===== src/rtl/traffic_phase_arbiter_if.sv =====
// Bundles the junction request inputs and the lamp/status outputs of traffic_phase_arbiter.
// The arbiter connects through the slave modport; the driving side uses master.
interface traffic_phase_arbiter_if;
   logic       enable;
   logic [3:0] req;
   logic [2:0] road1_out;
   logic [2:0] road2_out;
   logic [2:0] road3_out;
   logic [2:0] ped;
   logic [1:0] grant;
   logic       busy;
   logic [3:0] pend;

   modport slave (
      input  enable, req,
      output road1_out, road2_out, road3_out, ped, grant, busy, pend
   );

   modport master (
      output enable, req,
      input  road1_out, road2_out, road3_out, ped, grant, busy, pend
   );
endinterface


===== src/rtl/traffic_phase_arbiter.sv =====
// Round-robin phase scheduler for a 3-road + pedestrian junction.
// Each granted phase runs GREEN -> YELLOW -> ALL_RED; lamps are a Moore decode of state and grant.
module traffic_phase_arbiter #(
   parameter int unsigned TMR_W       = 6,
   parameter int unsigned GREEN_TIME  = 10,
   parameter int unsigned MAX_GREEN   = 20,
   parameter int unsigned YELLOW_TIME = 2,
   parameter int unsigned ALLRED_TIME = 1
) (
   input logic                  clk,
   input logic                  rst,
   traffic_phase_arbiter_if.slave bus
);

   localparam logic [2:0] LampRed = 3'b001;
   localparam logic [2:0] LampYel = 3'b010;
   localparam logic [2:0] LampGrn = 3'b100;

   localparam logic [TMR_W-1:0] GreenLast  = TMR_W'(GREEN_TIME - 1);
   localparam logic [TMR_W-1:0] MaxGrnLast = TMR_W'(MAX_GREEN - 1);
   localparam logic [TMR_W-1:0] YellowLast = TMR_W'(YELLOW_TIME - 1);
   localparam logic [TMR_W-1:0] AllRedLast = TMR_W'(ALLRED_TIME - 1);

   typedef enum logic [1:0] {StIdle, StAllRed, StGreen, StYellow} state_e;

   state_e           state_q, state_d;
   logic [TMR_W-1:0] timer_q, timer_d;
   logic [1:0]       grant_q, grant_d;
   logic [1:0]       ptr_q, ptr_d;
   logic [3:0]       pend_q, pend_d;

   logic [1:0] pick;
   logic [1:0] cand;
   logic       pick_found;
   logic [3:0] others_pend;
   logic       extend;

   always_ff @(posedge clk) begin
      if (rst) begin
         state_q <= StIdle;
         timer_q <= '0;
         grant_q <= 2'd0;
         ptr_q   <= 2'd3;
         pend_q  <= 4'b0000;
      end else begin
         state_q <= state_d;
         timer_q <= timer_d;
         grant_q <= grant_d;
         ptr_q   <= ptr_d;
         pend_q  <= pend_d;
      end
   end

   // First pending phase after the last one served, wrapping modulo 4.
   always_comb begin
      pick       = ptr_q;
      cand       = ptr_q;
      pick_found = 1'b0;
      for (int i = 1; i <= 4; i++) begin
         cand = ptr_q + 2'(i);
         if (!pick_found && pend_q[cand]) begin
            pick       = cand;
            pick_found = 1'b1;
         end
      end
   end

   assign others_pend = pend_q & ~(4'b0001 << grant_q);
   assign extend      = bus.req[grant_q] && (others_pend == 4'b0000) && bus.enable &&
                        (timer_q < MaxGrnLast);

   always_comb begin
      state_d = state_q;
      timer_d = timer_q;
      grant_d = grant_q;
      ptr_d   = ptr_q;
      pend_d  = pend_q | bus.req;
      unique case (state_q)
         StIdle: begin
            timer_d = '0;
            if (bus.enable) state_d = StAllRed;
         end
         StAllRed: begin
            if (timer_q >= AllRedLast) begin
               if (!bus.enable) begin
                  state_d = StIdle;
                  timer_d = '0;
               end else if (pend_q != 4'b0000) begin
                  state_d      = StGreen;
                  timer_d      = '0;
                  grant_d      = pick;
                  ptr_d        = pick;
                  // A request arriving on the grant cycle is absorbed by this grant.
                  pend_d[pick] = 1'b0;
               end
            end else begin
               timer_d = timer_q + TMR_W'(1);
            end
         end
         StGreen: begin
            if (timer_q >= GreenLast && !extend) begin
               state_d = StYellow;
               timer_d = '0;
            end else begin
               timer_d = timer_q + TMR_W'(1);
            end
         end
         StYellow: begin
            if (timer_q >= YellowLast) begin
               state_d = StAllRed;
               timer_d = '0;
            end else begin
               timer_d = timer_q + TMR_W'(1);
            end
         end
         default: state_d = StIdle;
      endcase
   end

   logic [2:0] lamp [4];

   always_comb begin
      for (int i = 0; i < 4; i++) begin
         lamp[i] = LampRed;
         if (grant_q == 2'(i)) begin
            if (state_q == StGreen)  lamp[i] = LampGrn;
            if (state_q == StYellow) lamp[i] = LampYel;
         end
      end
   end

   assign bus.road1_out = lamp[0];
   assign bus.road2_out = lamp[1];
   assign bus.road3_out = lamp[2];
   assign bus.ped       = lamp[3];
   assign bus.grant     = (state_q == StGreen || state_q == StYellow) ? grant_q : 2'd0;
   assign bus.busy      = (state_q != StIdle);
   assign bus.pend      = pend_q;

endmodule


===== src/flat_wrapper.sv =====
// flat-port wrapper written by rule: the top's interface ports become plain ports
module traffic_phase_arbiter_flat 
#(
   parameter int unsigned TMR_W       = 6,
   parameter int unsigned GREEN_TIME  = 10,
   parameter int unsigned MAX_GREEN   = 20,
   parameter int unsigned YELLOW_TIME = 2,
   parameter int unsigned ALLRED_TIME = 1
)
  (clk, rst, bus_enable, bus_req, bus_road1_out, bus_road2_out, bus_road3_out, bus_ped, bus_grant, bus_busy, bus_pend);
  traffic_phase_arbiter_if bus_i ();
  input logic clk;
  input logic rst;
  input wire logic [$bits(bus_i.enable)-1:0] bus_enable;
  input wire logic [$bits(bus_i.req)-1:0] bus_req;
  output wire logic [$bits(bus_i.road1_out)-1:0] bus_road1_out;
  output wire logic [$bits(bus_i.road2_out)-1:0] bus_road2_out;
  output wire logic [$bits(bus_i.road3_out)-1:0] bus_road3_out;
  output wire logic [$bits(bus_i.ped)-1:0] bus_ped;
  output wire logic [$bits(bus_i.grant)-1:0] bus_grant;
  output wire logic [$bits(bus_i.busy)-1:0] bus_busy;
  output wire logic [$bits(bus_i.pend)-1:0] bus_pend;
  assign bus_i.enable = bus_enable;
  assign bus_i.req = bus_req;
  assign bus_road1_out = bus_i.road1_out;
  assign bus_road2_out = bus_i.road2_out;
  assign bus_road3_out = bus_i.road3_out;
  assign bus_ped = bus_i.ped;
  assign bus_grant = bus_i.grant;
  assign bus_busy = bus_i.busy;
  assign bus_pend = bus_i.pend;
  traffic_phase_arbiter #(.TMR_W(TMR_W), .GREEN_TIME(GREEN_TIME), .MAX_GREEN(MAX_GREEN), .YELLOW_TIME(YELLOW_TIME), .ALLRED_TIME(ALLRED_TIME)) u_core (.clk(clk), .rst(rst), .bus(bus_i));
endmodule

===== config.mk =====
export PLATFORM = sky130hd
export DESIGN_NAME = traffic_phase_arbiter_flat
export DESIGN_NICKNAME = d
export VERILOG_FILES = /design/src/rtl/traffic_phase_arbiter_if.sv /design/src/rtl/traffic_phase_arbiter.sv /design/src/flat_wrapper.sv
export SDC_FILE = /design/constraint.sdc
export NUM_CORES = 1
export LEC_CHECK = 0
export ABC_AREA = 1
export BUFFER_PORTS_ARGS = -buffer_cell sky130_fd_sc_hd__buf_2
export CORE_ASPECT_RATIO = 1.4
export CORE_MARGIN = 2
export CORE_UTILIZATION = 58
export CTS_CLUSTER_DIAMETER = 200
export DETAILED_ROUTE_END_ITERATION = 10
export PLACE_DENSITY = 0.88
export SLEW_MARGIN = 20
export SYNTH_ARGS = -nofsm -noshare
export SYNTH_HDL_FRONTEND = slang
export SYNTH_SLANG_ARGS = --single-unit

===== constraint.sdc =====
create_clock -name clk -period 2.25 [get_ports clk]
set_input_delay 0.225 -clock clk [delete_from_list [all_inputs] [get_ports clk]]
set_output_delay 0.225 -clock clk [all_outputs]
set_load 0.01 [all_outputs]

Word-level counts from Yosys, hierarchy flattened
Index checks and enable logic that the tools add are counted.

Shifts and indexed selects: 1. $add $sub $neg: 4. Muxes and demuxes: 43. Reduce and logical (&&, ||, !) cells: 20. Magnitude comparators: 11. Bitwise gates (word level): 5. Equality and inequality tests: 12.

Operators by type and width (number): $mux 6 (5); $pmux 6 s4 (1); $mux 2 (11); $lt 2x3->1 const B (6); $mux 3 (6); $mux 4 (4); $ge 6x1->1 const B (2); $bmux 1 s2 (5); $mux 1 (9); $and 4x4->4 (2); $eq 2x2->1 const B (4); $logic_and 1x1->1 (8); $not 4->4 (2); $pmux 2 s4 (1); $add 6x1->6 const B (1); $ge 6x4->1 const B (1); $lt 6x5->1 const B (1); $ne 2x1->1 const B (3); $reduce_and 5->1 (1); $add 2x2->2 const B (2); $eq 2x1->1 const B (2); $logic_not 1->1 (4); $logic_not 2->1 (2); $logic_not 4->1 (1); 12 further kinds (12).

Flip-flop bits (word level): 16. Word-level logic and storage cells: 101.

Depth between registers and ports, before layout
Depth in word-level cells: 23. Depth in mapped cells: 12. Gate-level depth less buffers: 12.

Worst setup path after synthesis
OpenSTA, ideal clock, no wires.

Path type: register to register. Start: reg u_core.ptr_q[0]. End: reg u_core.pend_q[2] (netlist: u_core.bus.pend[2]). Data required time: 2.133 ns. Buffers on the path: 1. Data arrival time: 1.309 ns. Cell stages (with the launch flop): 11. Slack: 0.824 ns. Path through: dfxtp_1 > buf_6 > o21ai_0 > nand2_1 > nand2_1 > nor2_4 > nand3_1 > nand2_2 > nand2_2 > nor2_1 > nor2_1.

Longest elaborated chain between the ends: 23. Elaborated cells between the ends (all ways): 35. Those cells by class: add/sub: 3; order compare: 2; mux: 21; bitwise: 2; reduce/logical: 7.

Ends and longest elaborated chain: start: declaration (RTL line traffic_phase_arbiter.sv:29) `logic [1:0] ptr_q, ptr_d;`; start signal: assignment (RTL line traffic_phase_arbiter.sv:49) `ptr_q <= ptr_d;`; $add 2x1->2 (RTL line traffic_phase_arbiter.sv:60) `cand = ptr_q + 2'(i);`; $bmux 1 s2 (RTL line traffic_phase_arbiter.sv:61) `if (!pick_found && pend_q[cand]) begin`; $mux 1 (implied by the code) (RTL line traffic_phase_arbiter.sv:61); $mux 1 (RTL line traffic_phase_arbiter.sv:61); $logic_not 1->1 (RTL line traffic_phase_arbiter.sv:61); $logic_and 1x1->1 (RTL line traffic_phase_arbiter.sv:61); $mux 1 (RTL line traffic_phase_arbiter.sv:61); $logic_not 1->1 (RTL line traffic_phase_arbiter.sv:61); (+7 left out); $mux 1 (implied by the code) (RTL line traffic_phase_arbiter.sv:94) `pend_d[pick] = 1'b0;`; $demux 1 s2 *; $not 4->4 (no line) *; $and 4x4->4 (no line) *; $mux 4 * (RTL line traffic_phase_arbiter.sv:88) `end else if (pend_q != 4'b0000) begin`; $mux 4 * (RTL line traffic_phase_arbiter.sv:85) `if (!bus.enable) begin`; $mux 4 * (RTL line traffic_phase_arbiter.sv:84) `if (timer_q >= AllRedLast) begin`; $mux 4 * (RTL line traffic_phase_arbiter.sv:78) `unique case (state_q)`; end signal: assignment (RTL line traffic_phase_arbiter.sv:50) `pend_q <= pend_d;`; end: declaration (RTL line traffic_phase_arbiter.sv:30) `logic [3:0] pend_q, pend_d;`.

Every way passes the cells marked *; elsewhere a longest branch is shown, timed or not. The select of a mux whose other input is x is not followed. A chain may end at the register's enable or synchronous reset.

Final worst setup path
Ends and elaborated chain as after synthesis.

==> reports/qor.txt <==
Post-synth top flop: dfxtp_1
Critical path arrival: 2.03 ns
H-tree depth: 1
Crit-path max FO: 13
Fmax achieved: 543 MHz
Root Driver: clkbuf_4
Final RePlAce weighted congestion: 0.892
Number of global-route vias before repair: 1269
MaxCap Viol Count: 0
Area Growth Syn to Fin: 13.6%
WS Path Type: reg2reg
CORE AREA: 0.00213 mm²
Number of diodes: 0
Final core occ: 68.2%
Nets: 249
Overflow after GRT: 0
Routed Antenna Nets: 0
Number of rows in the core area: 20
I/O pins: 26
Via density: 5.34
Die Y: 59.5 µm
Relative max-transition margin: 65.0%
Initial core utilization: 60.0%
Crit start category: register
Synthesized cell area: 0.00128 mm²
Largest net degree at the start of global routing: 14
Cell Pwr Density: 899 mW/mm²
Total design power: 1.30 mW
CTS tree: built
VDD IR max: 0.545 mV
Post-CTS setup buffers: 0
Final Max Tran Viols: 0
Setup Skew: 0.00604 ns
HPWL after DPL: 2330 µm
Drt first pass iters: 4
Static leakage: 0.769 nW
PostCTS Resize Cnt: 0
First-pass GRT wire length: 5050 µm
Most common cell after layout, fill and taps aside: nand2_1
Worst endpoint required time: 2.44 ns
Port Buf Inserts: 25
Avg Inst Size Synth: 6.23 µm²
DRC viols: 0
Worst Tran Pin Value: 0.524 ns
Setup_tns: 0 ns
Final hold slack: 0.209 ns
Post-synthesis cell count: 205
CTS Buf Count: 3
Placed inst area: 0.00141 mm²
Die area: 0.00260 mm²
Clk_lat worst skew: 0.29 ns
Clk sinks: 16
Wire length per cell: 11.4 µm
Gr usage total: 24.8%
Final instance area: 0.00145 mm²
Commonest non-fill, non-tap cells in the layout: 60 x nand2_1, 33 x inv_1, 25 x buf_2, 21 x nor2_1, 16 x dfxtp_1
Layout cells sized above 1: 20.7%
Final critical-path share of the clock period: 81.9%
RSZ-0062 raised after global routing: no
Register area share after synthesis: 25.1%
Syn Nets: 221
Minimum clock period: 1.84 ns
Clock transition at the registers of the reported paths: 0.10 ns
CTS max path bufs: 2
CTS Hold Bufs: 0
Ys async rst share: 0%
Die X-Extent: 43.6 µm
Fin. Hold Viols: 0
Filler cells: 196
Iter 0 DRT Violations: 39
Distinct cell type count after synthesis: 25
Final setup violation count: 0
Initial antenna violation count: 0
Crit. End Element: register
Flops & latches, synth: 16
Routed WL: 2890 µm
Worst hold path class: in2reg
Post-synth EDFFs: 0
Status: finished clean
Vias: 1356
Yosys warnings: 0
[stage by stage]
step | setup WS (ns) | instances
floorplan | 0.824 | 205
detailed placement | 0.447 | 250
global placement | 0.507 | 250
finish | 0.408 | 254
CTS | 0.435 | 254
global route | 0.244 | 254
[power breakdown]
part	switching (mW)	internal (mW)	total, mW
logic	0.470	0.248	0.717
clock network	0.0932	0.0985	0.192
registers	0.0670	0.328	0.395
total	0.630	0.674	1.30
[worst paths after layout]
| path | startpoint | depth (start not counted) | to | slack (ns) |
|---|---|---|---|---|
| min | rst | 2 | u_core.timer_q[2]$_SDFFE_PP0N_ | 0.21 |
| max reg2reg | u_core.ptr_q[0]$_SDFFE_PP1P_ | 11 | u_core.bus.pend[2]$_SDFF_PP0_ | 0.41 |
| max | u_core.ptr_q[0]$_SDFFE_PP1P_ | 11 | u_core.bus.pend[2]$_SDFF_PP0_ | 0.41 |
| min reg2reg | u_core.timer_q[5]$_SDFFE_PP0N_ | 2 | u_core.timer_q[5]$_SDFFE_PP0N_ | 0.47 |
[layer usage]
| layer | routed length [µm] | up-vias | global-route usage, % | share of wire [%] |
|---|---|---|---|---|
| li1 | - | 699 | - | - |
| met1 | 1160 | 623 | 27.6 | 40 |
| met4 | 17 | 0 | 8.66 | 0.59 |
| met5 | 0 | - | 0 | 0 |
| met3 | 107 | 2 | 3.96 | 3.7 |
| met2 | 1610 | 32 | 46.0 | 56 |
[synthesized netlist by cell type (2+ instances only)]
cell     number  area share, %
nand2_4       2            1.8
nand3_1      12            4.7
nand2_2       7            3.4
a21oi_2       2            1.4
inv_2         2           0.59
nand4_1       5            2.5
nand2_1      60             18
inv_1        33            9.7
dfxtp_1      16             25
nor3_1        2           0.78
o21ai_0      12            4.7
a21oi_1      11            4.3
ha_1          9            8.8
nor2_1       21            6.2
[sequential cells by signal, summed over array words and instances, names as in the netlist]
register	cells
u_core.state_q	2
u_core.ptr_q	2
u_core.bus.pend	4
u_core.timer_q	6
u_core.grant_q	2
[critical path, stage by stage, from the launching register on]
cell     delay [ns]
dfxtp_1        0.66
inv_1          0.16
nand2_1        0.10
nand2_2        0.06
nand2_2        0.09
nand2_4        0.07
nor2_4         0.11
nand3_1        0.11
nand2_2        0.15
nand2_2        0.06
nor2_1         0.12
nor2_1         0.05
[cell families after synthesis]
| family | after synthesis | synth area share (%) |
|---|---|---|
| buffers and inverters | 37 | 11.5 |
| adders and majority gates | 9 | 8.82 |
| xor gates and xnor gates | 2 | 1.96 |
| AOI/OAI and AO/OA | 28 | 12.9 |
| and+or+nand+nor | 113 | 39.7 |
| DFF | 16 | 25.1 |
[layout make-up]
type	instances	area, µm²	share of cell area (%)
Sequential cell	16	320	22.1
Timing Repair Buffer	25	125	8.63
Multi-Input combinational cell	152	810	55.8
Clock buffer	4	36.3	2.50
Inverter	35	131	9.06
Tap cell	22	27.5	1.90
Note: power is estimated with default switching activity, not from simulation.
